<file path="config.mk">
export PLATFORM = sky130hd
export DESIGN_NAME = alu_arbiter
export DESIGN_NICKNAME = d
export VERILOG_FILES = /design/src/rtl/alu_arbiter.sv
export SDC_FILE = /design/constraint.sdc
export NUM_CORES = 1
export LEC_CHECK = 0
export ABC_CLOCK_PERIOD_IN_PS = 4010
export CORE_AREA = 5 5 89 82
export DETAILED_ROUTE_END_ITERATION = 12
export DIE_AREA = 0 0 94 87
export DONT_BUFFER_PORTS = 1
export GPL_ROUTABILITY_DRIVEN = 0
export GPL_TIMING_DRIVEN = 0
export MAX_ROUTING_LAYER = met4
export SYNTH_ARGS = -nofsm -noshare
export SYNTH_HDL_FRONTEND = slang
export SYNTH_SLANG_ARGS = --single-unit
</file>
<file path="constraint.sdc">
create_clock -name clk -period 4.01 [get_ports clk]
set_input_delay 0.6015 -clock clk [delete_from_list [all_inputs] [get_ports clk]]
set_output_delay 0.6015 -clock clk [all_outputs]
set_load 0.02 [all_outputs]
</file>
<file path="src/rtl/alu_arbiter.sv">
// Round-robin front-end sharing one combinational Hack ALU between two requesters.
// Operands are latched on grant, the result is captured in EXEC and held in RESP until it is accepted.
module alu_arbiter #(
    parameter int WIDTH = 16
) (
    input  logic             clk,
    input  logic             reset,
    input  logic             req0_valid,
    output logic             req0_ready,
    input  logic [WIDTH-1:0] req0_x,
    input  logic [WIDTH-1:0] req0_y,
    input  logic [5:0]       req0_ctrl,
    input  logic             req1_valid,
    output logic             req1_ready,
    input  logic [WIDTH-1:0] req1_x,
    input  logic [WIDTH-1:0] req1_y,
    input  logic [5:0]       req1_ctrl,
    output logic [WIDTH-1:0] alu_x,
    output logic [WIDTH-1:0] alu_y,
    output logic [5:0]       alu_ctrl,
    input  logic [WIDTH-1:0] alu_out,
    input  logic             alu_zr,
    input  logic             alu_ng,
    output logic             resp_valid,
    input  logic             resp_ready,
    output logic             resp_id,
    output logic [WIDTH-1:0] resp_out,
    output logic             resp_zr,
    output logic             resp_ng,
    output logic             busy
);

    typedef enum logic [1:0] {IDLE, EXEC, RESP} state_t;

    state_t           state, state_next;
    logic             last_id;
    logic [WIDTH-1:0] op_x, op_y;
    logic [5:0]       op_ctrl;
    logic             op_id;
    logic             grant0, grant1;

    always_comb begin
        state_next = state;
        grant0     = 1'b0;
        grant1     = 1'b0;
        case (state)
            IDLE: begin
                // Contention goes to the requester that did not win last time.
                if (!reset) begin
                    grant0 = req0_valid && (!req1_valid || last_id);
                    grant1 = req1_valid && (!req0_valid || !last_id);
                end
                if (grant0 || grant1) state_next = EXEC;
            end
            EXEC:    state_next = RESP;
            RESP:    if (resp_ready) state_next = IDLE;
            default: state_next = IDLE;
        endcase
    end

    always_ff @(posedge clk) begin
        if (reset) begin
            state    <= IDLE;
            last_id  <= 1'b1;
            op_x     <= '0;
            op_y     <= '0;
            op_ctrl  <= '0;
            op_id    <= 1'b0;
            resp_id  <= 1'b0;
            resp_out <= '0;
            resp_zr  <= 1'b0;
            resp_ng  <= 1'b0;
        end else begin
            state <= state_next;
            if (grant0 || grant1) begin
                op_x    <= grant1 ? req1_x    : req0_x;
                op_y    <= grant1 ? req1_y    : req0_y;
                op_ctrl <= grant1 ? req1_ctrl : req0_ctrl;
                op_id   <= grant1;
                last_id <= grant1;
            end
            if (state == EXEC) begin
                resp_out <= alu_out;
                resp_zr  <= alu_zr;
                resp_ng  <= alu_ng;
                resp_id  <= op_id;
            end
        end
    end

    assign req0_ready = grant0;
    assign req1_ready = grant1;
    assign alu_x      = op_x;
    assign alu_y      = op_y;
    assign alu_ctrl   = op_ctrl;
    assign resp_valid = (state == RESP);
    assign busy       = (state != IDLE);

endmodule

</file>
==> results.py, run 1 <==
metrics = {
    "worst_setup_path": {
        "critPathLaunchType": "flip-flop",
        "rrSetupSlack_ps": 2310,
        "cp_slowest_cell": "or3_1",
        "crit_fanout": 10,
        "end_kind": "output port",
        "critical_path_class": "reg -> out",
        "crit_arrival_ps": 1820,
        "path_cells": "or3_1, buf_2, nor2_1",
        "required_ps": 3410,
        "worst_path_largest_cell_delay_ps": 470,
    },
    "finish": {
        "design_area_um2": 3010,
        "drive_gt1_frac": 0.125,
        "antennaDiodeCount": 0,
        "nets": 439,
        "syn_to_final_growth_pct": 10.2,
    },
    "synth": {
        "syn_avg_cell_area_um2": 8.30,
        "yosysTopAreaCell": "dfxtp_1",
        "seq_area_frac_synth": 0.447,
        "synth_cell_types": 27,
        "syn_nets": 428,
        "synth-simple-area-share": 0.155,
        "synth-xor-area-share": 0,
        "synth_mux_area_frac": 0,
        "synth_area_leaders": "dfxtp_1 45%, a311oi_1 12%, a21oi_1 11%",
        "synth_top_family_by_area": "compound AO/OA/AOI/OAI gates",
        "netlist.area_leader.share": 0.447,
        "yosys_warnings": 0,
        "synth_area_um2": 2730,
        "synth_compound_area_frac": 0.314,
        "synth_seq_cells": 61,
        "synthAdderAreaFrac": 0,
        "syn_inst": 329,
    },
    "detailed_routing": {
        "vias": 2569,
        "ant_nets": 0,
        "wirelength_um": 8610,
        "wl_per_cell_um": 19.9,
        "via_per_inst": 5.93,
        "drt-pass1-iter-count": 6,
        "route.detailed.drc": 0,
        "drt_iter0_drc": 128,
    },
    "cts": {
        "cts-buffers-inserted": 9,
        "cts_resized": 0,
        "clk_pin_slew_ps": 70,
        "cts_hold_buf": 0,
        "cts_tree": "yes",
        "htreeDepth": 3,
        "ctsRootBufferMaster": "clkbuf_8",
        "clock_latency_ps": 340,
        "cts_setup_buffers": 0,
        "cts.sinks": 61,
        "cts_max_path_buffers": 2,
    },
    "global_route": {
        "grt_max_degree": 11,
        "first_global_vias": 2496,
        "grt-ovfl-total": 0,
        "grt_pass1_wl_um": 13300,
        "grt_use_total": 0.214,
        "antenna_found_initial": 0,
    },
    "die": {
        "start_util": 0.428,
        "die-area_um2": 8180,
        "die_x_um": 94,
        "fp.coreArea_um2": 6380,
        "die-height_um": 87,
        "rows": 28,
        "pin_count": 160,
    },
    "placement": {
        "portBuffers": 0,
        "post_dp_cell_area_um2": 2840,
        "place_hpwl_um": 6130,
    },
    "pwr": {
        "leakagePower_nw": 0.982,
        "seq_power_share": 0.514,
        "peakVddDrop_mv": 0.239,
        "cellPowerDensity_nw_per_um2": 492,
        "sw_frac_of_total": 0.324,
        "clkPwrFrac": 0.324,
        "p_int_mw": 0.999,
        "p_comb_frac": 0.163,
        "power_switching_mw": 0.480,
    },
    "timing": {
        "min_period_ps": 2420,
        "relSlewSlack": 0.639,
        "skew_ps": 9.20,
        "fin_crit_sh": 0.603,
        "setup_viol": 0,
        "worstMarginPinSlew_ps": 541,
        "fmax_mhz": 414,
        "slew_violations": 0,
        "grt_setup_unrepaired": "no",
        "hold_viol": 0,
        "fin_tns_setup_ps": 0,
    },
    "min_path": {
        "hold_path_class": "in -> reg",
    },
    "flow_run": {
        "maxCapViolCount": 0,
    },
    "run_status": {
        "status": "completed",
    },
}
==> cells by family (layout without fill, tap and decap cells) <==
kind of cell | after synthesis | in the layout
AOI/OAI and AO/OA | 139 | 139
and+or+nand+nor | 89 | 89
DFF | 61 | 61
buffers and inverters | 40 | 54
==> routing by layer <==
metal	part of all wire	vias to the layer above	routed length, um	track usage
li1	-	1235	-	-
met4	0.0078	0	67	0.0499
met2	0.47	114	4020	0.319
met3	0.12	10	996	0.108
met5	0	-	0	-
met1	0.41	1210	3520	0.260
==> metrics by stage <==
step	utilization	hold slack (ps)	total power, mW	setup WS (ps)	std cells
after floorplan	-	433	0.950	1810	329
after global placement	0.446	451	1.01	1590	419
after detailed placement	0.446	456	1.02	1590	419
after CTS	0.472	383	1.50	1570	433
after global routing	0.472	378	1.56	1490	433
final	0.472	398	1.48	1590	433
==> worst paths after layout <==
check	startpoint	to	depth (start not counted)
setup / recovery	state[0]	req1_ready	3
hold reg to reg	op_id	resp_id	2
setup reg to reg	state[0]	last_id	4
hold / removal	alu_out[0]	resp_out[0]	2
==> area by class of cell <==
cell class	instances	area, um2
fillers	658	3370
multi-input cells	228	1280
flip-flops and latches	61	1220
plain buffers	39	225
clock buffers	12	155
well taps	90	113
clock inverters	2	10.0
inverters	1	3.75
==> placed cells by master (no fill, tap or decap) <==
cell type,synthesis,routed
a211o_1,1,1
a21bo_2,1,1
a21boi_2,1,1
a21oi_1,58,58
a2bb2oi_1,1,1
a311oi_1,38,38
and2_4,1,1
buf_2,13,13
buf_4,2,2
buf_6,7,7
clkbuf_1,15,16
clkbuf_2,2,2
clkbuf_8,0,11
clkinv_2,0,2
dfxtp_1,61,61
inv_1,1,1
nand2_1,38,38
nand2b_1,1,1
nand3_1,38,38
nor2_1,3,3
nor2b_1,2,2
nor3_4,1,1
o21ai_0,30,30
o21ai_1,9,9
or2_1,1,1
or2_2,1,1
or2b_1,1,1
or3_1,1,1
or3b_2,1,1
==> synthesized netlist by cell type <==
master	count
or2_1	1
buf_4	2
dfxtp_1	61
and2_4	1
a2bb2oi_1	1
a211o_1	1
nand3_1	38
buf_2	13
clkbuf_2	2
nor2_1	3
a21oi_1	58
nand2b_1	1
o21ai_1	9
o21ai_0	30
nor3_4	1
or2b_1	1
a311oi_1	38
inv_1	1
or3b_2	1
buf_6	7
or3_1	1
a21boi_2	1
clkbuf_1	15
or2_2	1
a21bo_2	1
nand2_1	38
nor2b_1	2
==> registers in the layout, summed over array words and instances (netlist names) <==
register  cells
resp_zr       1
alu_x        16
resp_id       1
last_id       1
resp_out     16
alu_y        16
op_id         1
state         2
alu_ctrl      6
resp_ng       1
==> worst max-delay path, delay by kind of cell (launching register included) <==
| family | cells | cell delay (ps) |
|---|---|---|
| AND/OR/NAND/NOR | 2 | 890 |
| buffers and inverters | 1 | 220 |
| flip-flops | 1 | 370 |
==> power groups by stage <==
stage | clock, mW | sequential, mW | combinational, mW
floorplan | 0 | 0.761 | 0.189
global placement | 0 | 0.774 | 0.239
detailed placement | 0 | 0.774 | 0.242
CTS | 0.492 | 0.761 | 0.243
global route | 0.522 | 0.767 | 0.272
finish | 0.479 | 0.760 | 0.241
(Power assumes the default switching activity.)
==> inputs of run 2 (changes only) <==
--- a/config.mk
+++ b/config.mk
@@ -5,7 +5,7 @@
 export SDC_FILE = /design/constraint.sdc
 export NUM_CORES = 1
 export LEC_CHECK = 0
-export ABC_CLOCK_PERIOD_IN_PS = 4010
+export ABC_CLOCK_PERIOD_IN_PS = 2000
 export CORE_AREA = 5 5 89 82
 export DETAILED_ROUTE_END_ITERATION = 12
 export DIE_AREA = 0 0 94 87
==> constraint.sdc (replaced) <==
create_clock -name clk -period 2 [get_ports clk]
set_input_delay 0.3 -clock clk [delete_from_list [all_inputs] [get_ports clk]]
set_output_delay 0.3 -clock clk [all_outputs]
set_load 0.02 [all_outputs]
==> run 2 against run 1 <==
Against the previous run:
- sequential share of layout area shrank 0.27 points
- routed wire length barely moved
- non-clock buffer count unchanged
- sequential power grew 100%
- final cell count is the same
- sequential cell count stayed put
- first-iteration DRC count increased by 3.9%
- setup slack lost 1500 ps
- critical path depth is the same
- clock skew about the same
- critical path type unchanged
==> results.py, run 2 (synthesis gave the netlist of run 1 again) <==
metrics = {
    "finish": {
        "nets": 439,
        "syn_to_final_growth_pct": 10.9,
        "mostFrequentLayoutCell": "dfxtp_1",
        "layout_common_cells": "61 x dfxtp_1, 58 x a21oi_1, 38 x nand3_1, 38 x a311oi_1, 38 x nand2_1",
        "antennaDiodeCount": 0,
        "postLayoutCoreUtil": 0.475,
        "drive_gt1_frac": 0.134,
        "design_area_um2": 3030,
    },
    "detailed_routing": {
        "vias": 2585,
        "wl_met1_um": 3540,
        "wl_per_cell_um": 19.9,
        "ant_nets": 0,
        "top_layer": "met4",
        "drt_iter0_drc": 133,
        "met3_length_um": 973,
        "via_per_inst": 5.97,
        "drt-pass1-iter-count": 4,
        "wirelength_um": 8600,
        "route.detailed.drc": 0,
        "wl_met2_um": 4020,
    },
    "worst_setup_path": {
        "startpoint": "state[0]",
        "worst_path_largest_cell_delay_ps": 440,
        "required_ps": 1700,
        "end_kind": "output port",
        "regToRegStartpoint": "state[0]",
        "critical_path_class": "reg -> out",
        "critPathLaunchType": "flip-flop",
        "path_cells": "or3_4, buf_2, nor2_4",
        "crit_arrival_ps": 1580,
        "crit_fanout": 10,
        "cp_slowest_cell": "or3_4",
    },
    "die": {
        "fp.coreArea_um2": 6380,
        "die-height_um": 87,
        "rows": 28,
        "die_x_um": 94,
        "die-area_um2": 8180,
        "start_util": 0.428,
        "pin_count": 160,
    },
    "cts": {
        "cts.sinks": 61,
        "cts_setup_buffers": 0,
        "htreeDepth": 3,
        "clock_latency_ps": 330,
        "cts_hold_buf": 0,
        "clk_pin_slew_ps": 70,
        "cts_max_path_buffers": 2,
        "ctsRootBufferMaster": "clkbuf_8",
        "cts-buffers-inserted": 9,
        "cts_tree": "yes",
    },
    "placement": {
        "place_hpwl_um": 6130,
        "post_dp_cell_area_um2": 2840,
        "portBuffers": 0,
    },
    "global_route": {
        "antenna_found_initial": 0,
        "grt_pass1_wl_um": 13300,
        "first_global_vias": 2495,
        "grt_use_total": 0.215,
        "grt-ovfl-total": 0,
        "grt_max_degree": 11,
    },
    "min_path": {
        "hold_start": "alu_out[0]",
        "hold_path_class": "in -> reg",
    },
    "pwr": {
        "seq_power_share": 0.513,
        "sw_frac_of_total": 0.324,
        "total_power_mw": 2.97,
        "peakVddDrop_mv": 0.480,
        "p_comb_frac": 0.165,
        "leakagePower_nw": 0.983,
        "power_switching_mw": 0.964,
        "cellPowerDensity_nw_per_um2": 981,
        "p_int_mw": 2.01,
        "clkPwrFrac": 0.322,
    },
    "timing": {
        "hold_viol": 0,
        "fmax_mhz": 532,
        "fin_crit_sh": 0.940,
        "skew_ps": 9.20,
        "relSlewSlack": 0.619,
        "min_period_ps": 1880,
        "fin_hold_ws_ps": 99.0,
        "slew_violations": 0,
        "setup_viol": 0,
        "worstMarginPinSlew_ps": 572,
        "grt_setup_unrepaired": "no",
        "fin_tns_setup_ps": 0,
    },
    "flow_run": {
        "maxCapViolCount": 0,
    },
    "run_status": {
        "status": "completed",
    },
}
-- run 2: path summary, 6_finish.rpt --
path                       to  slack (ps)  cells past startpoint
setup / recovery   req1_ready         120                      3
hold / removal    resp_out[0]         100                      2
setup reg to reg     alu_y[1]         400                      4
hold reg to reg       resp_id         460                      2
-- run 2: power groups by stage --
stage	Sequential (mW)	Combinational [mW]	Clock, mW
finish	1.52	0.490	0.957
global route	1.54	0.553	1.05
CTS	1.53	0.492	0.986
detailed placement	1.55	0.486	0
global placement	1.55	0.479	0
floorplan	1.53	0.380	0
-- run 2: final cells by class --
class	instances	area, um2
buffer	39	225
clock buffer	12	155
clock inverter	2	10.0
fill	659	3350
inverter	1	3.75
multi-input combinational	228	1300
sequential	61	1220
tap	90	113
-- run 2: per-stage QoR --
stage               worst slack (ps)  cells
floorplan                        405    329
global placement                 187    419
detailed placement               184    419
CTS                             42.3    433
global route                    35.1    433
finish                           120    433
-- run 2: what timing repair did --
| action | in CTS | in global routing |
|---|---|---|
| endpoints found under the hold margin | 0 | 0 |
| setup endpoints to repair | 2 | 2 |
| resized for setup | 4 | 1 |
-- run 2: routing by layer --
layer	GRT usage	up-vias
met2	0.320	115
met4	0.0499	0
met5	-	-
li1	-	1238
met3	0.108	10
met1	0.260	1222
-- run 2: critical path, delay by kind of cell, from the launching register on --
kind / cells / cell delay (ps)
AND/OR/NAND/NOR: 2 / 650
flip-flops: 1 / 380
buffers and inverters: 1 / 220
==> inputs of run 3 (changes only) <==
--- a/config.mk
+++ b/config.mk
@@ -5,7 +5,8 @@
 export SDC_FILE = /design/constraint.sdc
 export NUM_CORES = 1
 export LEC_CHECK = 0
-export ABC_CLOCK_PERIOD_IN_PS = 2000
+export ABC_CLOCK_PERIOD_IN_PS = 1700
+export CAP_MARGIN = 20
 export CORE_AREA = 5 5 89 82
 export DETAILED_ROUTE_END_ITERATION = 12
 export DIE_AREA = 0 0 94 87
==> constraint.sdc (replaced) <==
create_clock -name clk -period 1.7 [get_ports clk]
set_input_delay 0.255 -clock clk [delete_from_list [all_inputs] [get_ports clk]]
set_output_delay 0.255 -clock clk [all_outputs]
set_load 0.02 [all_outputs]
==> run 3 against run 2 <==
Against the previous run:
- first-iteration DRC count fell by 20%
- clock skew fell by 1.4 ps
- routed wire length rose by 0.50%
- hold slack got worse by 47 ps
- total power rose by 18%
- global-route usage fell by 0.094 points
- die area did not move
- final cell count fell by 0.46%
- count of clock-buffer cells in the layout did not move
- critical path type unchanged
- largest power group unchanged
- highest routed layer unchanged
==> results.py, run 3 (synthesis gave the netlist of run 1 again) <==
metrics = {
    "placement": {
        "place_hpwl_um": 6130,
        "portBuffers": 0,
        "post_dp_cell_area_um2": 2840,
    },
    "worst_setup_path": {
        "required_ps": 1440,
        "crit_fanout": 7,
        "rrSetupSlack_ps": 160,
        "reg2regPathDepth": 5,
        "crit_arrival_ps": 1360,
        "regToRegStartpoint": "state[0]",
        "critical_path_class": "reg -> out",
        "timing.rr.end": "alu_y[11]",
        "critPathLaunchType": "flip-flop",
        "end_kind": "output port",
    },
    "cts": {
        "cts.sinks": 61,
        "cts_max_path_buffers": 2,
        "cts_hold_buf": 0,
        "cts_tree": "yes",
        "cts-buffers-inserted": 9,
        "clk_pin_slew_ps": 60,
        "clock_latency_ps": 330,
        "htreeDepth": 3,
        "ctsRootBufferMaster": "clkbuf_8",
    },
    "detailed_routing": {
        "wirelength_um": 8640,
        "via_per_inst": 6.02,
        "ant_nets": 0,
        "wl_per_cell_um": 20.1,
        "drt-pass1-iter-count": 4,
        "drt_iter0_drc": 106,
        "vias": 2594,
        "route.detailed.drc": 0,
    },
    "timing": {
        "setup_viol": 0,
        "skew_ps": 7.77,
        "fmax_mhz": 620,
        "fin_hold_ws_ps": 52.4,
        "slew_violations": 0,
        "worstMarginPinSlew_ps": 522,
        "hold_viol": 0,
        "fin_crit_sh": 0.949,
        "fin_tns_setup_ps": 0,
        "grt_setup_unrepaired": "no",
        "min_period_ps": 1610,
        "relSlewSlack": 0.652,
    },
    "die": {
        "die-height_um": 87,
        "rows": 28,
        "start_util": 0.428,
        "fp.coreArea_um2": 6380,
        "pin_count": 160,
        "die_x_um": 94,
        "die-area_um2": 8180,
    },
    "finish": {
        "layout_common_cells": "60 x dfxtp_1, 58 x a21oi_1, 38 x nand3_1, 38 x a311oi_1, 38 x nand2_1",
        "antennaDiodeCount": 0,
        "syn_to_final_growth_pct": 10.9,
        "design_area_um2": 3030,
        "mostFrequentLayoutCell": "dfxtp_1",
        "nets": 437,
        "drive_gt1_frac": 0.147,
    },
    "min_path": {
        "hold_path_end": "resp_out[0]",
        "hold_path_class": "in -> reg",
        "hold_start": "alu_out[0]",
        "whs_path_depth": 2,
    },
    "run_status": {
        "status": "completed",
    },
    "global_route": {
        "grt-ovfl-total": 0,
        "grt_max_degree": 14,
        "grt_pass1_wl_um": 13300,
        "grt_use_total": 0.214,
        "first_global_vias": 2485,
        "antenna_found_initial": 0,
    },
    "pwr": {
        "peakVddDrop_mv": 0.565,
        "total_power_mw": 3.50,
        "cellPowerDensity_nw_per_um2": 1160,
        "leakagePower_nw": 0.990,
    },
    "flow_run": {
        "maxCapViolCount": 0,
    },
}
run 3: cell count changes in the layout (fill, tap and decap cells not counted), sizes merged:
cell,previous run,this run
clkbuf,29,27
run 3: critical path: stages (launching register included):
cell and delay, ps:
dfxtp_2 360, or3_4 460, nor2_4 210
run 3: what timing repair did:
item,in CTS,in global routing
pin swaps,3,2
endpoints found under the setup margin,3,25
setup buffers,0,1
gates resized for setup,5,7
cloned,0,0
run 3: final cells by class:
type                       instances  area (um2)
fill                             655        3350
multi-input combinational        228        1300
sequential                        61        1220
buffer                            36         216
clock buffer                      12         155
tap                               90         113
clock inverter                     2        10.0
timing repair buffer               1        7.51
inverter                           1        3.75
run 3: metrics by stage:
step / utilization / instances / worst slack (ps)
global placement: 0.446 / 419 / -22.6
CTS: 0.474 / 431 / 12.7
global route: 0.475 / 431 / 20.3
floorplan: - / 329 / 187
finish: 0.475 / 431 / 87.2
detailed placement: 0.446 / 419 / -26.4
run 3: worst max-delay path by stage:
| stage | startpoint | to | cells after the start | slack, ps |
|---|---|---|---|---|
| finish | state[1] | req0_ready | 2 | 90 |
| floorplan | state[0] | req1_ready | 3 | 190 |
| global route | state[1] | req0_ready | 2 | 20 |
| detailed placement | reset | req1_ready | 4 | -30 |
| global placement | reset | req1_ready | 4 | -20 |
| CTS | state[1] | req1_ready | 2 | 10 |
run 3: metal layers:
layer,wire length [um],share of wire,global-route usage,vias up
met2,4130,0.48,0.319,119
met5,0,0,-,-
met3,981,0.11,0.108,8
met1,3470,0.40,0.259,1228
met4,61,0.0071,0.0499,0
li1,-,-,-,1239
run 3: report_power, final:
group          total, mW  internal (mW)  leakage, nW  switching (mW)
Clock               1.13          0.588       0.0881           0.539
Combinational      0.579          0.218        0.400           0.361
Sequential          1.79           1.56        0.502           0.235
